--- src/rtl/load_store_unit.sv ---
// Load/store unit: turns a core load/store into a word-aligned memory request,
// holds the core with stall while the access is outstanding, and extends load results.
module load_store_unit (
    input  logic        clk,
    input  logic        rst,
    input  logic        mem_read,
    input  logic        mem_write,
    input  logic [2:0]  func3,
    input  logic [31:0] address,
    input  logic [31:0] store_data,
    output logic [31:0] load_data,
    output logic        stall,
    output logic        fault,
    output logic        dmem_req,
    output logic        dmem_we,
    output logic [31:0] dmem_addr,
    output logic [3:0]  dmem_be,
    output logic [31:0] dmem_wdata,
    input  logic        dmem_ready,
    input  logic [31:0] dmem_rdata
);

    typedef enum logic [1:0] {
        IDLE = 2'd0,
        REQ  = 2'd1,
        DONE = 2'd2
    } state_t;

    state_t      state_r;
    logic [31:0] load_data_r;
    logic        dmem_req_r;
    logic        dmem_we_r;
    logic [31:0] dmem_addr_r;
    logic [3:0]  dmem_be_r;
    logic [31:0] dmem_wdata_r;
    logic [2:0]  func3_r;
    logic [1:0]  offset_r;

    logic        access_s;
    logic        legal_s;
    logic        aligned_s;
    logic        start_s;
    logic        fault_s;
    logic [3:0]  be_s;
    logic [31:0] wdata_s;

    // Select the addressed byte/half of the returned word and sign- or zero-extend it.
    function automatic logic [31:0] extend_load(input logic [2:0]  f3,
                                                input logic [1:0]  off,
                                                input logic [31:0] word);
        logic [7:0]  b;
        logic [15:0] h;
        b = word[{off, 3'b000} +: 8];
        h = word[{off[1], 4'b0000} +: 16];
        case (f3)
            3'b000:  extend_load = {{24{b[7]}}, b};
            3'b001:  extend_load = {{16{h[15]}}, h};
            3'b100:  extend_load = {24'd0, b};
            3'b101:  extend_load = {16'd0, h};
            default: extend_load = word;
        endcase
    endfunction

    // Decode legality, alignment, lane enables and replicated write data.
    always_comb begin
        access_s  = mem_read | mem_write;
        legal_s   = 1'b0;
        aligned_s = 1'b0;
        be_s      = 4'b1111;
        wdata_s   = store_data;
        case (func3)
            3'b000: begin
                legal_s   = 1'b1;
                aligned_s = 1'b1;
                be_s      = 4'b0001 << address[1:0];
                wdata_s   = {4{store_data[7:0]}};
            end
            3'b001: begin
                legal_s   = 1'b1;
                aligned_s = ~address[0];
                be_s      = address[1] ? 4'b1100 : 4'b0011;
                wdata_s   = {2{store_data[15:0]}};
            end
            3'b010: begin
                legal_s   = 1'b1;
                aligned_s = (address[1:0] == 2'b00);
                be_s      = 4'b1111;
                wdata_s   = store_data;
            end
            3'b100: begin
                legal_s   = ~mem_write;
                aligned_s = 1'b1;
            end
            3'b101: begin
                legal_s   = ~mem_write;
                aligned_s = ~address[0];
            end
            default: begin
                legal_s   = 1'b0;
                aligned_s = 1'b0;
            end
        endcase
        // Reads always fetch the whole word; lane selection happens on return.
        if (!mem_write) begin
            be_s = 4'b1111;
        end else begin
            be_s = be_s;
        end
        start_s = (state_r == IDLE) && access_s && legal_s && aligned_s;
        fault_s = (state_r == IDLE) && access_s && !(legal_s && aligned_s);
    end

    // Request FSM with registered memory-side outputs and load result.
    always_ff @(posedge clk or negedge rst) begin
        if (!rst) begin
            state_r      <= IDLE;
            load_data_r  <= 32'd0;
            dmem_req_r   <= 1'b0;
            dmem_we_r    <= 1'b0;
            dmem_addr_r  <= 32'd0;
            dmem_be_r    <= 4'd0;
            dmem_wdata_r <= 32'd0;
            func3_r      <= 3'd0;
            offset_r     <= 2'd0;
        end else begin
            case (state_r)
                IDLE: begin
                    if (start_s) begin
                        dmem_req_r   <= 1'b1;
                        dmem_we_r    <= mem_write;
                        dmem_addr_r  <= {address[31:2], 2'b00};
                        dmem_be_r    <= be_s;
                        dmem_wdata_r <= wdata_s;
                        func3_r      <= func3;
                        offset_r     <= address[1:0];
                        state_r      <= REQ;
                    end else begin
                        state_r <= IDLE;
                    end
                end
                REQ: begin
                    if (dmem_ready) begin
                        dmem_req_r <= 1'b0;
                        if (!dmem_we_r) begin
                            load_data_r <= extend_load(func3_r, offset_r, dmem_rdata);
                        end else begin
                            load_data_r <= load_data_r;
                        end
                        state_r <= DONE;
                    end else begin
                        state_r <= REQ;
                    end
                end
                // The finishing instruction's strobe is still up here; never re-issue it.
                DONE: begin
                    state_r <= IDLE;
                end
                default: begin
                    dmem_req_r <= 1'b0;
                    state_r    <= IDLE;
                end
            endcase
        end
    end

    assign stall      = start_s | (state_r == REQ);
    assign fault      = fault_s;
    assign load_data  = load_data_r;
    assign dmem_req   = dmem_req_r;
    assign dmem_we    = dmem_we_r;
    assign dmem_addr  = dmem_addr_r;
    assign dmem_be    = dmem_be_r;
    assign dmem_wdata = dmem_wdata_r;

endmodule

--- config.mk ---
export PLATFORM = sky130hd
export DESIGN_NAME = load_store_unit
export DESIGN_NICKNAME = d
export VERILOG_FILES = /design/src/rtl/load_store_unit.sv
export SDC_FILE = /design/constraint.sdc
export NUM_CORES = 1
export LEC_CHECK = 0
export CAP_MARGIN = 20
export CORE_ASPECT_RATIO = 0.7
export CORE_MARGIN = 2
export CORE_UTILIZATION = 43
export DETAILED_ROUTE_END_ITERATION = 6
export GPL_TIMING_DRIVEN = 0
export PLACE_DENSITY = 0.81
export SLEW_MARGIN = 20
export SYNTH_ARGS = -nofsm -noshare
export SYNTH_HDL_FRONTEND = slang
export SYNTH_SLANG_ARGS = --single-unit
--- constraint.sdc ---
create_clock -name clk -period 2.2 [get_ports clk]
set_input_delay 0.44 -clock clk [delete_from_list [all_inputs] [get_ports clk]]
set_output_delay 0.44 -clock clk [all_outputs]
set_load 0.1 [all_outputs]
==> qor.csv <==
metric,value,unit
fin area,7510,um2
Die Y,93.7,um
worst path bufs/invs,4,
share of cells above drive strength 1,0.151,
R2R Path Start,state_r[1],
wire length per cell,18.5,um
routed wire length,15200,um
worst min path class,input port to register,
f_max,461,MHz
clk buf depth,2,
"Req. time, crit path",1.76,ns
initial antenna violation count,0,
Reg2Reg Setup Slack,0.27,ns
PortBufs,203,
CP Cell Sequence,clkdlybuf4s50_1 -> o221ai_4 -> buf_8 -> clkbuf_8 -> nand2_8 -> buf_12,
num ports,208,
initial DRC count,227,
die span in x,132,um
diode count,0,
Placer Congestion,0.877,
CTS root buffer,clkbuf_16,
GRT overflow,0,
register area share after synthesis,0.541,
synth unique cells,38,
crit start category,input port,
Placement Rows,32,
worst-path maximum fanout,10,
placed inst area,7240,um2
TritonCTS clock tree,built,
H-tree depth,3,
Mapped Area,4940,um2
Max Cap Viol,0,
Crit. End Element,output port,
Die ar.,12400,um2
post-synthesis compound-gate area fraction,0.116,
via/cell ratio,5.34,
# fillers,893,
Syn Inst Count,441,
post-synthesis mux area share,0.175,
Synth Area in XOR/XNOR,0,
slowest CP cell,clkdlybuf4s50_1,
CP top delay family,buffers and inverters,
Worst slew margin,0.325,
largest family of logic cells by synthesized area,multiplexers,
status,finished clean,
RSZ-0062 raised after global routing,yes,
largest stage delay on the critical path,0.49,ns
vias,4388,
final hold violation count,0,
Setup WS post-layout,0.0304,ns
DR DRC count,0,
cells on worst reg2reg path,6,
reg2reg end,load_data[16],
clock sinks,107,
Setup-failing EPs final,0,
vias in the first global route,4491,
Final Critical Period,2.17,ns
core footprint,11100,um2
clk_lat worst skew,0.34,ns
Hold Slack,0.446,ns
total clock buffers created by CTS,9,
Mean Syn Cell Area,11.2,um2
starting density of the core,0.446,
Detailed Place HPWL,11600,um
pre-CTS setup slack,-1.76,ns
Area Overhead vs Synth,51.8,%
Ys Warns,0,
first-pass GRT wire length,23800,um
Worst-Margin Slew,1.02,ns
critical path class,input port to output port,
Post-Synth Adder-Cell Area,0,
Hold Path Stages,3,
largest cells by area after synthesis,"dfrtp_1 (54%), mux2_2 (7.7%), nand2_1 (5.2%)",
clk_skew,0.00569,ns
Util after Layout,0.677,
DR pass1 iterations,5,
Synth Area in Simple Gates,0.129,
hold_sp,address[1],
pin count of the biggest net entering global routing,82,
WHS Endpoint,dmem_be[3],
"Clk pin slew, worst setup/hold paths",0.07,ns
"FF+latch count, synth",107,
final net count,768,
GRT Util Overall,0.245,
cell taking the most area after synthesis,dfrtp_1,
CP arrival,1.73,ns
Routed Antenna Nets,0,
max-slew violation count,0,
post-synth top area share,0.541,
fin crit share,0.986,
-- how the worst max path moves through the flow --
stage,cells after the start,slack [ns],startpoint,endpoint
2_1_floorplan,6,0.001,func3[2],stall
3_3_place_gp,1,-3.32,rst,dmem_wdata[20]
3_5_place_dp,7,-1.76,mem_write,stall
4_1_cts,7,-0.12,address[0],stall
5_1_grt,7,-0.004,func3[2],stall
6_report,6,0.03,mem_read,stall
-- repair_timing --
action                                  CTS  global route
buffers inserted                          4             3
pin swaps                                 3             3
endpoints found under the hold margin    26             0
resized for setup                       128             9
endpoints found under the setup margin  168            12
hold buffers                              1             0
-- worst reg2reg max path, cell delays in order, from the launching register on --
cell and delay [ns]:
dfrtp_1 0.42, nand2b_4 0.21, or3_4 0.39, or4_1 0.44
buf_2 0.19, buf_6 0.15, nand3_1 0.08
-- cells in the mapped netlist, drive strengths merged --
cell       n
dfrtp    107
nand2     69
mux2      48
o21ai     38
nand3     33
mux2i     25
clkbuf    19
a211oi    16
nor2      16
buf       14
nor3b      8
o22ai      8
o31ai      7
a32o       5
inv        4
a21oi      3
nor3       3
o22a       3
a2bb2oi    2
nand2b     2
a221oi     1
and3       1
conb       1
mux4       1
nor2b      1
nor4       1
o21a       1
o221ai     1
or2        1
or3        1
or4        1
-- through the flow --
stage | setup TNS (ns) | cells
after detailed placement | -41.48 | 799
after CTS | -0.121 | 819
after floorplan | 0 | 442
after global placement | -392.96 | 798
after global routing | -0.00359 | 821
final | 0 | 821
-- state kept, by name, summed over array words and instances (netlist names) --
| signal | cells |
|---|---|
| state_r | 2 |
| load_data | 32 |
| func3_r | 3 |
| dmem_be | 4 |
| offset_r | 2 |
| dmem_we | 1 |
| dmem_addr | 30 |
| dmem_wdata | 32 |
| dmem_req | 1 |
-- cell type report --
type,count,area (um2),area share
plain buffers,32,179,0.0238
flip-flops and latches,107,2680,0.357
well taps,153,191,0.0255
clock buffers,11,233,0.0310
repair buffers,212,1990,0.265
inverters,4,15.0,0.00200
multi-input cells,298,2140,0.285
clock inverters,4,76.3,0.0102
-- placed cells by master (no fill, tap or decap), drive strengths merged, types with 16 or more instances in the layout --
cell type,n
dlygate4sd2,101
clkbuf,30
nand3,33
buf,27
nand2,69
a211oi,16
nor2,16
clkdlybuf4s50,96
mux2i,25
dfrtp,107
mux2,48
o21ai,38
-- metal layers --
metal,vias to the layer above,global-route usage,share of wire
met5,-,0,0
met3,28,0.0707,0.081
met1,2161,0.320,0.43
met4,0,0.0726,0.021
li1,2013,-,-
met2,186,0.403,0.47
-- logic make-up after synthesis --
group | count (synthesis)
and+or+nand+nor | 137
DFF | 107
AOI/OAI and AO/OA | 85
muxes | 74
buffers and inverters | 37
other | 1
Power is not shown: default switching activity piles up to over one toggle a cycle in this logic, so the estimate is an artifact.
